==> src/rtl/decode_seq_pkg.sv <==
// decode_seq_pkg: opcodes, field positions, phase/class enums and a register one-hot helper.
package decode_seq_pkg;
    localparam logic [5:0] OP_MUL = 6'b011100;
    localparam logic [5:0] OP_MLA = 6'b011101;
    localparam logic [5:0] OP_MLS = 6'b011110;
    localparam logic [5:0] OP_PSH = 6'b101000;
    localparam logic [5:0] OP_POP = 6'b101001;
    localparam logic [5:0] OP_NOP = 6'b111110;
    localparam logic [5:0] OP_STP = 6'b111111;
    localparam int F_OP  = 9;
    localparam int F_RLS = 11;
    localparam int F_RD  = 6;
    localparam int F_RS1 = 3;
    localparam int F_RS2 = 0;
    typedef enum logic [1:0] {PH_IDLE, PH_EXEC1, PH_EXEC2, PH_HALT} phase_t;
    typedef enum logic [3:0] {C_ALU, C_LOAD, C_STORE, C_UJMP, C_JMP, C_MULC, C_PSH, C_POP, C_NOP, C_STP} cls_t;
    function automatic logic [7:0] reg_onehot(input logic [2:0] idx, input int nreg);
        return (32'(idx) < nreg) ? 8'b1 << idx : 8'b0;
    endfunction
endpackage

==> src/rtl/decode_seq_if.sv <==
// decode_seq_if: instruction-side inputs and all control outputs of the sequencing decoder.
interface decode_seq_if #(parameter int NREG = 8, parameter int STACK_DEPTH = 16);
    logic [15:0]                    instr;
    logic                           COND_result;
    logic [1:0]                     phase;
    logic [NREG-1:0]                R_en;
    logic                           R0_count;
    logic [2:0]                     s1, s2, s3;
    logic                           s4, ALU_en, RAMd_en, RAMd_wren, RAMi_en;
    logic                           stack_push, stack_pop, stack_rst;
    logic [$clog2(STACK_DEPTH):0]   stack_depth;
    logic                           stack_err;
    modport master (output instr, COND_result,
                    input phase, R_en, R0_count, s1, s2, s3, s4, ALU_en, RAMd_en, RAMd_wren, RAMi_en,
                          stack_push, stack_pop, stack_rst, stack_depth, stack_err);
    modport slave  (input instr, COND_result,
                    output phase, R_en, R0_count, s1, s2, s3, s4, ALU_en, RAMd_en, RAMd_wren, RAMi_en,
                           stack_push, stack_pop, stack_rst, stack_depth, stack_err);
endinterface

==> src/rtl/decode_seq_class.sv <==
// decode_seq_class: classifies an instruction from its top seven bits (msb + op field).
module decode_seq_class
    import decode_seq_pkg::*;
(
    input  logic [6:0] i_hi,
    output cls_t       o_cls
);
    logic [5:0] w_op;
    assign w_op  = i_hi[5:0];
    assign o_cls = i_hi[6] ? (w_op[5] ? C_STORE : C_LOAD)
                 : (w_op[5:2] == 4'b0000)                ? C_UJMP
                 : (w_op[5:2] inside {4'b0001, 4'b0010}) ? C_JMP
                 : (w_op inside {OP_MUL, OP_MLA, OP_MLS}) ? C_MULC
                 : (w_op == OP_PSH)                      ? C_PSH
                 : (w_op == OP_POP)                      ? C_POP
                 : (w_op == OP_NOP)                      ? C_NOP
                 : (w_op == OP_STP)                      ? C_STP
                 : C_ALU;
endmodule

==> src/rtl/decode_seq.sv <==
// decode_seq: phase-sequencing instruction decoder with multi-cycle LOAD/MUL and stack depth tracking.
// Define STACK_GUARD_EN to block overflowing pushes / underflowing pops and raise a sticky stack_err.
module decode_seq
    import decode_seq_pkg::*;
#(
    parameter int NREG        = 8,
    parameter int LOAD_CYCLES = 1,
    parameter int MUL_CYCLES  = 1,
    parameter int STACK_DEPTH = 16
) (
    input logic CLK,
    input logic RESET,
    decode_seq_if.slave bus
);
    localparam int DW = $clog2(STACK_DEPTH) + 1;
    phase_t r_state, w_next;
    logic [2:0] r_cnt, w_cnt_next;
    logic [15:0] r_ir;
    logic [DW-1:0] r_depth;
    logic r_pop_ok, w_push_ok, w_pop_ok, w_full, w_empty, w_e1;
    cls_t w_c1, w_c2;
    logic [2:0] w_rd, w_rs1, w_rs2, w_rls, w_qrd, w_qrls;
    decode_seq_class u_cls_in (.i_hi(bus.instr[15:9]), .o_cls(w_c1));
    decode_seq_class u_cls_ir (.i_hi(r_ir[15:9]), .o_cls(w_c2));
    assign w_rd    = bus.instr[F_RD+:3];
    assign w_rs1   = bus.instr[F_RS1+:3];
    assign w_rs2   = bus.instr[F_RS2+:3];
    assign w_rls   = bus.instr[F_RLS+:3];
    assign w_qrd   = r_ir[F_RD+:3];
    assign w_qrls  = r_ir[F_RLS+:3];
    assign w_e1    = r_state == PH_EXEC1;
    assign w_full  = r_depth == DW'(STACK_DEPTH);
    assign w_empty = r_depth == '0;
    assign bus.stack_depth = r_depth;
`ifdef STACK_GUARD_EN
    logic r_err;
    assign w_push_ok = !w_full;
    assign w_pop_ok  = !w_empty;
    assign bus.stack_err = r_err;
    always_ff @(posedge CLK or posedge RESET)
        if (RESET) r_err <= 1'b0;
        else if (w_e1 && ((w_c1 == C_PSH && w_full) || (w_c1 == C_POP && w_empty))) r_err <= 1'b1;
`else
    assign w_push_ok = 1'b1;
    assign w_pop_ok  = 1'b1;
    assign bus.stack_err = 1'b0;
`endif
    always_ff @(posedge CLK or posedge RESET)
        if (RESET) begin
            r_state <= PH_IDLE;
            r_cnt   <= '0;
        end else begin
            r_state <= w_next;
            r_cnt   <= w_cnt_next;
        end
    always_ff @(posedge CLK or posedge RESET)
        if (RESET) begin
            r_ir     <= '0;
            r_pop_ok <= 1'b0;
            r_depth  <= '0;
        end else if (w_e1) begin
            r_ir     <= bus.instr;
            r_pop_ok <= w_pop_ok;
            r_depth  <= (w_c1 == C_STP) ? '0
                      : (w_c1 == C_PSH && !w_full)  ? r_depth + 1'b1
                      : (w_c1 == C_POP && !w_empty) ? r_depth - 1'b1
                      : r_depth;
        end
    always_comb begin
        w_next     = r_state;
        w_cnt_next = r_cnt;
        unique case (r_state)
            PH_IDLE:  w_next = PH_EXEC1;
            PH_EXEC1: begin
                w_next     = (w_c1 == C_STP) ? PH_HALT
                           : (w_c1 inside {C_LOAD, C_MULC, C_POP}) ? PH_EXEC2 : PH_EXEC1;
                w_cnt_next = (w_c1 == C_LOAD) ? 3'(LOAD_CYCLES - 1)
                           : (w_c1 == C_MULC) ? 3'(MUL_CYCLES - 1) : 3'd0;
            end
            PH_EXEC2: begin
                w_next     = (r_cnt == 3'd0) ? PH_EXEC1 : PH_EXEC2;
                w_cnt_next = (r_cnt == 3'd0) ? r_cnt : r_cnt - 1'b1;
            end
            default: ;
        endcase
    end
    // Outputs are forced low while RESET is high so they drop without waiting for a clock.
    always_comb begin
        bus.phase      = r_state;
        bus.R_en       = '0;
        bus.R0_count   = 1'b0;
        bus.s1         = 3'd0;
        bus.s2         = 3'd0;
        bus.s3         = 3'd0;
        bus.s4         = 1'b0;
        bus.ALU_en     = 1'b0;
        bus.RAMd_en    = 1'b0;
        bus.RAMd_wren  = 1'b0;
        bus.RAMi_en    = 1'b0;
        bus.stack_push = 1'b0;
        bus.stack_pop  = 1'b0;
        bus.stack_rst  = 1'b0;
        if (!RESET) unique case (r_state)
            PH_IDLE:  bus.RAMi_en = 1'b1;
            PH_EXEC1: begin
                bus.R0_count   = !(w_c1 inside {C_UJMP, C_JMP, C_STP});
                bus.R_en       = (w_c1 == C_UJMP || (w_c1 == C_JMP && bus.COND_result)) ? NREG'(1)
                               : (w_c1 == C_ALU) ? NREG'(reg_onehot(w_rd, NREG)) : '0;
                bus.s1         = (w_c1 inside {C_ALU, C_MULC, C_PSH, C_POP}) ? w_rs1
                               : (w_c1 == C_STORE) ? w_rls : 3'd0;
                bus.s2         = (w_c1 inside {C_ALU, C_MULC}) ? w_rs2 : 3'd0;
                bus.s3         = (w_c1 inside {C_ALU, C_MULC}) ? w_rd : 3'd0;
                bus.s4         = w_c1 == C_ALU;
                bus.ALU_en     = w_c1 inside {C_LOAD, C_STORE};
                bus.RAMd_en    = w_c1 inside {C_LOAD, C_STORE};
                bus.RAMd_wren  = w_c1 == C_STORE;
                bus.stack_push = w_c1 == C_PSH && w_push_ok;
                bus.stack_pop  = w_c1 == C_POP && w_pop_ok;
                bus.stack_rst  = w_c1 == C_STP;
                bus.RAMi_en    = !(w_c1 inside {C_LOAD, C_MULC, C_POP, C_STP});
            end
            PH_EXEC2: begin
                // Multiply operands stay selected for the whole multi-cycle ALU operation.
                bus.s1 = (w_c2 == C_MULC) ? r_ir[F_RS1+:3] : 3'd0;
                bus.s2 = (w_c2 == C_MULC) ? r_ir[F_RS2+:3] : 3'd0;
                bus.s3 = (w_c2 == C_MULC) ? w_qrd : 3'd0;
                bus.s4 = w_c2 == C_MULC;
                if (r_cnt == 3'd0) begin
                    bus.RAMi_en = 1'b1;
                    bus.R_en    = (w_c2 == C_LOAD) ? NREG'(reg_onehot(w_qrls, NREG))
                                : (w_c2 == C_MULC || (w_c2 == C_POP && r_pop_ok)) ? NREG'(reg_onehot(w_qrd, NREG))
                                : '0;
                end
            end
            default: ;
        endcase
    end
endmodule

==> src/flat_wrapper.sv <==
// flat-port wrapper written by rule: the top's interface ports become plain ports
module decode_seq_flat import decode_seq_pkg::*;
#(
    parameter int NREG        = 8,
    parameter int LOAD_CYCLES = 1,
    parameter int MUL_CYCLES  = 1,
    parameter int STACK_DEPTH = 16
)
  (CLK, RESET, bus_instr, bus_COND_result, bus_phase, bus_R_en, bus_R0_count, bus_s1, bus_s2, bus_s3, bus_s4, bus_ALU_en, bus_RAMd_en, bus_RAMd_wren, bus_RAMi_en, bus_stack_push, bus_stack_pop, bus_stack_rst, bus_stack_depth, bus_stack_err);
  decode_seq_if #(.NREG(NREG), .STACK_DEPTH(STACK_DEPTH)) bus_i ();
  input logic CLK;
  input logic RESET;
  input wire logic [$bits(bus_i.instr)-1:0] bus_instr;
  input wire logic [$bits(bus_i.COND_result)-1:0] bus_COND_result;
  output wire logic [$bits(bus_i.phase)-1:0] bus_phase;
  output wire logic [$bits(bus_i.R_en)-1:0] bus_R_en;
  output wire logic [$bits(bus_i.R0_count)-1:0] bus_R0_count;
  output wire logic [$bits(bus_i.s1)-1:0] bus_s1;
  output wire logic [$bits(bus_i.s2)-1:0] bus_s2;
  output wire logic [$bits(bus_i.s3)-1:0] bus_s3;
  output wire logic [$bits(bus_i.s4)-1:0] bus_s4;
  output wire logic [$bits(bus_i.ALU_en)-1:0] bus_ALU_en;
  output wire logic [$bits(bus_i.RAMd_en)-1:0] bus_RAMd_en;
  output wire logic [$bits(bus_i.RAMd_wren)-1:0] bus_RAMd_wren;
  output wire logic [$bits(bus_i.RAMi_en)-1:0] bus_RAMi_en;
  output wire logic [$bits(bus_i.stack_push)-1:0] bus_stack_push;
  output wire logic [$bits(bus_i.stack_pop)-1:0] bus_stack_pop;
  output wire logic [$bits(bus_i.stack_rst)-1:0] bus_stack_rst;
  output wire logic [$bits(bus_i.stack_depth)-1:0] bus_stack_depth;
  output wire logic [$bits(bus_i.stack_err)-1:0] bus_stack_err;
  assign bus_i.instr = bus_instr;
  assign bus_i.COND_result = bus_COND_result;
  assign bus_phase = bus_i.phase;
  assign bus_R_en = bus_i.R_en;
  assign bus_R0_count = bus_i.R0_count;
  assign bus_s1 = bus_i.s1;
  assign bus_s2 = bus_i.s2;
  assign bus_s3 = bus_i.s3;
  assign bus_s4 = bus_i.s4;
  assign bus_ALU_en = bus_i.ALU_en;
  assign bus_RAMd_en = bus_i.RAMd_en;
  assign bus_RAMd_wren = bus_i.RAMd_wren;
  assign bus_RAMi_en = bus_i.RAMi_en;
  assign bus_stack_push = bus_i.stack_push;
  assign bus_stack_pop = bus_i.stack_pop;
  assign bus_stack_rst = bus_i.stack_rst;
  assign bus_stack_depth = bus_i.stack_depth;
  assign bus_stack_err = bus_i.stack_err;
  decode_seq #(.NREG(NREG), .LOAD_CYCLES(LOAD_CYCLES), .MUL_CYCLES(MUL_CYCLES), .STACK_DEPTH(STACK_DEPTH)) u_core (.CLK(CLK), .RESET(RESET), .bus(bus_i));
endmodule
==> config.mk <==
export PLATFORM = sky130hd
export DESIGN_NAME = decode_seq_flat
export DESIGN_NICKNAME = d
export VERILOG_FILES = /design/src/rtl/decode_seq_pkg.sv /design/src/rtl/decode_seq_if.sv /design/src/rtl/decode_seq_class.sv /design/src/rtl/decode_seq.sv /design/src/flat_wrapper.sv
export SDC_FILE = /design/constraint.sdc
export NUM_CORES = 1
export LEC_CHECK = 0
export BUFFER_PORTS_ARGS = -buffer_cell sky130_fd_sc_hd__buf_2
export CAP_MARGIN = 20
export CELL_PAD_IN_SITES_DETAIL_PLACEMENT = 0
export CELL_PAD_IN_SITES_GLOBAL_PLACEMENT = 1
export CORE_AREA = 2 2 82 84
export DETAILED_ROUTE_END_ITERATION = 16
export DIE_AREA = 0 0 84 86
export GPL_TIMING_DRIVEN = 0
export HOLD_SLACK_MARGIN = 0.12
export PLACE_DENSITY = 0.75
export SLEW_MARGIN = 15
export SYNTH_ARGS = -nofsm -noshare
export SYNTH_HDL_FRONTEND = slang
export SYNTH_HIERARCHICAL = 1
export SYNTH_SLANG_ARGS = --single-unit
==> constraint.sdc <==
create_clock -name CLK -period 3.2 [get_ports CLK]
set_input_delay 0.32 -clock CLK [delete_from_list [all_inputs] [get_ports CLK]]
set_output_delay 0.32 -clock CLK [all_outputs]
set_load 0.01 [all_outputs]
======== After elaboration in Yosys (flattened, before gate mapping) ========
Cells that the tools add are included.
word-level totals
  register bits after elaboration ......... 27
  input port bits ......................... 19
  output and inout bits ................... 34
operators by class
  add/subtract/negate cells ............... 3
  eq/ne operators ......................... 33
  shifts and indexed selects .............. 3
  multiplexer cells ....................... 64
  reductions and logical operators ........ 31
operators by type and width
  kind                 count
  $mux 4               16
  $eq 6x6->1 const B   8
  $mux 8               6
  $eq 6x5->1 const B   6
  $mux 3               11
  $eq 4x3->1 const B   6
  $pmux 3 s2           4
  $shl 1x3->8 const A  3
  $reduce_bool 3->1    6
  $eq 4x1->1 const B   4
  $eq 4x2->1 const B   4
  $pmux 8 s2           1
  $mux 1               15
  $mux 5               3
  $logic_not 4->1      3
  $mux 2               5
  $reduce_bool 2->1    5
  $reduce_bool 4->1    2
  $pmux 2 s3           1
  $add 5x1->5 const B  1
  $eq 5x5->1 const B   1
  $logic_not 5->1      1
  $sub 5x1->5 const B  1
  $eq 4x4->1 const B   1
  other kinds (12)     20

======== Logic depth before layout (Yosys ltp) ========
  depth in word-level cells ............... 17
  mapped depth ............................ 11
  mapped depth without buffers ............ 10

======== By module ========
Netlist, hierarchy kept.
modules (own cells, without submodules)
  module            times used  cells an instance  area each (um2)  seq. area each (um2)
  decode_seq        1           237                2148.3           675.6
  decode_seq_class  2           26                 181.4            0.0

======== Worst setup path after synthesis ========
Ideal clock, no wire load.
  kind .................................... input-to-reg
  from .................................... input bus_instr[12]
  to ...................................... register u_core.r_depth[4] (netlist: u_core/bus.stack_depth[4])
  setup time .............................. 0.116 ns
  data arrival time ....................... 2.832 ns
  data required time ...................... 3.084 ns
  path slack .............................. 0.252 ns
  cell stages on the path ................. 11
  cells stage by stage .................... buf_6 a21boi_2 nand4b_1 a311oi_1 nand4bb_1 a21o_2 ha_1 nand3_1 and2_1 xor2_1 o311ai_0
between the ends
  elaborated cells between the ends (all ways) .. 29
  classes of those cells .................. eq/ne (12); mux (10); reduce/logical (7)
RTL lines
  what                                                   RTL line                            source
  start, declared                                        flat_wrapper.sv:13                  input wire logic [$bits(bus_i.instr)-1:0] bus_instr;
  $eq 6x6->1                                             decode_seq_class.sv:16              : (w_op == OP_NOP) ? C_NOP
  $mux 4                                                 decode_seq_class.sv:16
  $mux 4                                                 decode_seq_class.sv:15              : (w_op == OP_POP) ? C_POP
  $mux 4                                                 decode_seq_class.sv:14              : (w_op == OP_PSH) ? C_PSH
  $mux 4                                                 decode_seq_class.sv:13              : (w_op inside {OP_MUL, OP_MLA, OP_MLS}) ? C_MULC
  $mux 4                                                 decode_seq_class.sv:12              : (w_op[5:2] inside {4'b0001, 4'b0010}) ? C_JMP
  $mux 4 *                                               decode_seq_class.sv:11              : (w_op[5:2] == 4'b0000) ? C_UJMP
  $mux 4 *                                               decode_seq_class.sv:10              assign o_cls = i_hi[6] ? (w_op[5] ? C_STORE : C_LOAD)
  net u_core.w_c1[2]                                     decode_seq.sv:21                    cls_t w_c1, w_c2;
  $eq 4x3->1, on equally long branches                   decode_seq.sv:66, decode_seq.sv:65
  $logic_and 1x1->1, on equally long branches            decode_seq.sv:66, decode_seq.sv:65
  $reduce_bool 3->1 (no line) or $mux 5 (tied branches)  -
  $reduce_and 2->1 (no line) or $mux 5 (tied branches)   -
  end signal, assigned                                   decode_seq.sv:64                    r_depth <= (w_c1 == C_STP) ? '0
  end, declared                                          decode_seq.sv:19                    logic [DW-1:0] r_depth;
Mark *: on every way through the listed nets, which the timed path passes. The rest lies on a longest branch.
A chain may end at the register's enable or synchronous reset.

======== Worst setup path after layout ========
  from .................................... input bus_instr[12]
  to ...................................... output bus_R_en[2]
between the ends
  cells in the longest elaborated chain, start to end .. 15
  elaborated cells between the ends (all ways) .. 29
  classes of those cells .................. eq/ne (11); mux (12); reduce/logical (6)
RTL lines
  what                RTL line                source
  $eq 6x6->1          decode_seq_class.sv:17  : (w_op == OP_STP) ? C_STP
  $mux 4              decode_seq_class.sv:17
  $mux 4              decode_seq_class.sv:16
  $mux 4              decode_seq_class.sv:15
  $mux 4              decode_seq_class.sv:14
  $mux 4              decode_seq_class.sv:13
  $mux 4              decode_seq_class.sv:12
  $mux 4 *            decode_seq_class.sv:11
  $mux 4 *            decode_seq_class.sv:10
  net u_core.w_c1[0]  decode_seq.sv:21
  $eq 4x3->1          decode_seq.sv:107       bus.R_en = (w_c1 == C_UJMP || (w_c1 == C_JMP && bus.COND_result)) ? NREG'(1)
  $logic_and 1x1->1   decode_seq.sv:107
  $logic_or 1x1->1    decode_seq.sv:107
  $mux 8 *            decode_seq.sv:107
  $pmux 8 s2 *        decode_seq.sv:103       if (!RESET) unique case (r_state)
  $mux 8 *            decode_seq.sv:103
  end, declared       flat_wrapper.sv:16      output wire logic [$bits(bus_i.R_en)-1:0] bus_R_en;
Marked as above.

==> reports/metrics.csv <==
metric;value;unit
final-report max-slew violation count;0;
initial antenna violation count;0;
worst-margin pin slew;0.680;ns
overall die height;86;um
kind of start point of the critical path;primary input;
overall via count from detail_route;2339;
diodes inserted;0;
largest net degree at the start of global routing;18;
critical path arrival;2.68;ns
total power of the final layout;641;uW
Mapped Nets;320;
shortest clock period the worst path allows after layout;3.00;ns
max-capacitance violation count;0;
proportion of layout cells with a drive suffix above 1;28.7;%
area growth from synthesis to layout;17.8;%
pre-CTS WS;-0.402;ns
combinational power share;15.0;%
CTS Hold Buffers Added;0;
maximum frequency from static timing analysis;333;MHz
starting density of the core;40.0;%
share of power burned in the clock network;31.8;%
worst clock skew on the final layout;0.00335;ns
switching power;173;uW
clock transition time at the flip-flop clock pins of the worst setup and hold paths;0.10;ns
Remaining Overflow, GRT;0;
Layout Nets;377;
area of the die;7220;sq um
internal power component;467;uW
global router's overall resource usage;18.8;%
count of TritonRoute iterations in the first routing pass;4;
final hold violation count;0;
initial DRC count;148;
post-synthesis sequential area ratio;26.9;%
status;complete, no violations;
wire length per cell;15.9;um
count of unique library cells instantiated by Yosys;60;
post-detailed-route count of antenna-violating nets;0;
wire length of the first global-routing pass;11.2;mm
final cycle utilization of the critical path;93.8;%
number of top-level design ports;53;
path category of the worst min-delay check;primary input to async pin;
Final Worst Setup Slack;0.198;ns
worst setup slack for register-to-register paths;0.89;ns
remaining design rule violation count;0;
routed vias/inst;5.54;
Row Count;29;
Horiz. Die Dim;84;um
Synth warnings;6;
via count of the first global-routing pass;2237;
final standard cell area without fillers;2960;sq um
Mapped Area;2510;sq um
Final Wtd Congestion;0.892;
number of sinks handled by clock tree synthesis;27;
maximum cell stage delay along the critical path;0.49;ns
wire length after detailed routing;6.69;mm
RSZ-0062 raised after global routing;yes;
worst hold-check slack;0.189;ns
master cell of the clock root buffer;clkbuf_8;
required time at the worst-slack endpoint;2.88;ns
placed instance area;2880;sq um
Cell Count, Final, Fillers Out;422;
cell at the slowest stage of the critical path;nor4_2;
FF+latch count, synth;27;
switching power as a share of total power;27.0;%
power per cell area;217;nW/um^2
cell total after placement;418;
clock buffer depth;2;
sequential share of power;53.2;%
number of enable flip-flop cells after synthesis;0;
Worst-Skew Late Latency;0.27;ns
static leakage;0.00127;uW
Top FF cell, synth;dfrtp_1;
Worst setup EP type;output port;
average cell area after synthesis;8.69;sq um
number of CTS-inserted buffers;3;
crit path cell chain;buf_2, buf_6, a21boi_2, a311oi_1, o22ai_1, nor4_2, nand2_1, or4_1, o21ai_1, buf_2;
clock tree from TritonCTS;built;
path type of the worst setup path;primary input to output port;
Async SR Flop Fraction;100;%
Setup violations, final;0;
H-tree depth;1;
Post-Synthesis Cells;289;
Slew Limit Headroom;54.6;%
cell type with the highest occurrence count on the critical path;buf_2;
peak supply drop;0.000167;V
count of buffers inserted at the top-level ports;51;
highest net fanout along the worst path;10;
HPWL after detailed placement;5.13;mm
area of the core;6280;sq um
==> cells in the final DEF, fill, tap and decap left out, types with 3 or more instances in the layout <==
cell	instances
nor3b_1	3
nor4_1	5
nor3_1	7
nor2b_1	10
and2_1	3
buf_4	6
nand2b_1	5
a32oi_1	12
or3_1	3
buf_2	55
and3_1	4
nand2_1	20
a21oi_1	9
a22o_1	5
nand4_1	3
nand3b_1	4
a22oi_1	3
o21ai_1	7
inv_1	12
ha_1	11
a21boi_0	6
or3b_1	3
o22ai_1	8
nand4b_1	4
buf_6	3
mux2_4	4
dfrtp_1	27
and4_1	3
xor2_1	3
o21ai_0	5
and2b_1	3
nand3_1	5
mux2_2	14
clkbuf_8	3
nor2_1	23
clkbuf_1	10
==> state kept, by name, summed over array words and instances (netlist names) <==
| register | cells |
|---|---|
| u_core/bus.phase | 2 |
| u_core/bus.stack_depth | 5 |
| u_core/r_pop_ok | 1 |
| u_core/r_cnt | 3 |
| u_core/r_ir | 16 |
==> per-layer routing <==
layer	track usage, %	vias to the layer above	wire (um)
met2	30.7	40	3070
met1	26.4	1105	3320
met4	3.52	0	65
li1	-	1190	-
met3	3.46	4	236
met5	0	-	0
==> kinds of logic (layout without fill, tap and decap cells) <==
logic type | Yosys count | in the layout | share of synthesized area (%)
xor gates and xnor gates | 5 | 5 | 1.74
DFF | 27 | 27 | 26.9
buffers and inverters | 34 | 90 | 7.07
AOI/OAI and AO/OA | 73 | 73 | 21.6
and+or+nand+nor | 119 | 119 | 27.6
adders and majority gates | 12 | 12 | 6.28
other | 1 | 1 | 0.149
muxes | 18 | 18 | 8.67
==> synthesized netlist by cell type, drive strengths merged (4+ instances only) <==
cell type	number	area, sq um
nand2b	5	31.3
a32oi	12	105
buf	13	98.8
mux2	18	218
nor2	23	86.3
nand3b	4	30.0
a22o	5	43.8
nand4b	4	35.0
o22ai	8	50.1
nand3	5	25.0
nor4	7	56.3
a21boi	8	67.6
clkbuf	9	33.8
o21ai	12	60.1
nand2	20	75.1
nor2b	10	62.6
inv	12	45.0
ha	11	138
and3	4	25.0
dfrtp	27	676
a21oi	9	45.0
a311oi	4	35.0
nor3	8	45.0
==> final cells by class <==
type,count,area (sq um)
inverter,12,45.0
timing repair buffer,52,270
fill,654,3320
clock buffer,4,45.0
buffer,22,133
multi-input combinational,228,1690
sequential,27,676
tap,77,96.3
==> power by group through the flow <==
stage               Clock (uW)  Combinational [uW]  Sequential (uW)
finish                     203                96.3              341
global route               222                 106              341
CTS                        213                94.4              341
detailed placement           0                93.3              348
global placement             0                90.9              348
floorplan                    0                57.8              348
==> final timing paths <==
path                       depth (start not counted)                        end                       from
setup reg to reg                                   7  u_core/bus.stack_depth[4]  u_core/bus.stack_depth[2]
hold / removal                                     2  u_core/bus.stack_depth[1]                      RESET
max in group asynchronous                          3             u_core/r_ir[4]                      RESET
setup / recovery                                  10                bus_R_en[2]              bus_instr[12]
min in group CLK                                   2             u_core/r_ir[1]               bus_instr[1]
hold reg to reg                                    1            u_core/r_pop_ok            u_core/r_pop_ok
==> worst max-delay path: cells and delay by family <==
kind	cells	cell delay (ns)
compound gates	4	0.79
simple gates	3	1.16
buf+inv	3	0.40
==> repair_timing <==
item                                    4_1_cts  5_1_grt
hold endpoints to repair                      0        0
endpoints found under the setup margin        8       15
setup buffers                                 0        0
gates resized for setup                       1        4
==> per-stage QoR <==
stage / util (%) / TNS [ns]
after floorplan: - / 0
after global placement: 45.6 / -1.56
after detailed placement: 45.8 / -1.46
after CTS: 46.7 / 0
after global routing: 47.1 / -0.0103
final: 47.1 / 0
(Power assumes the default switching activity.)
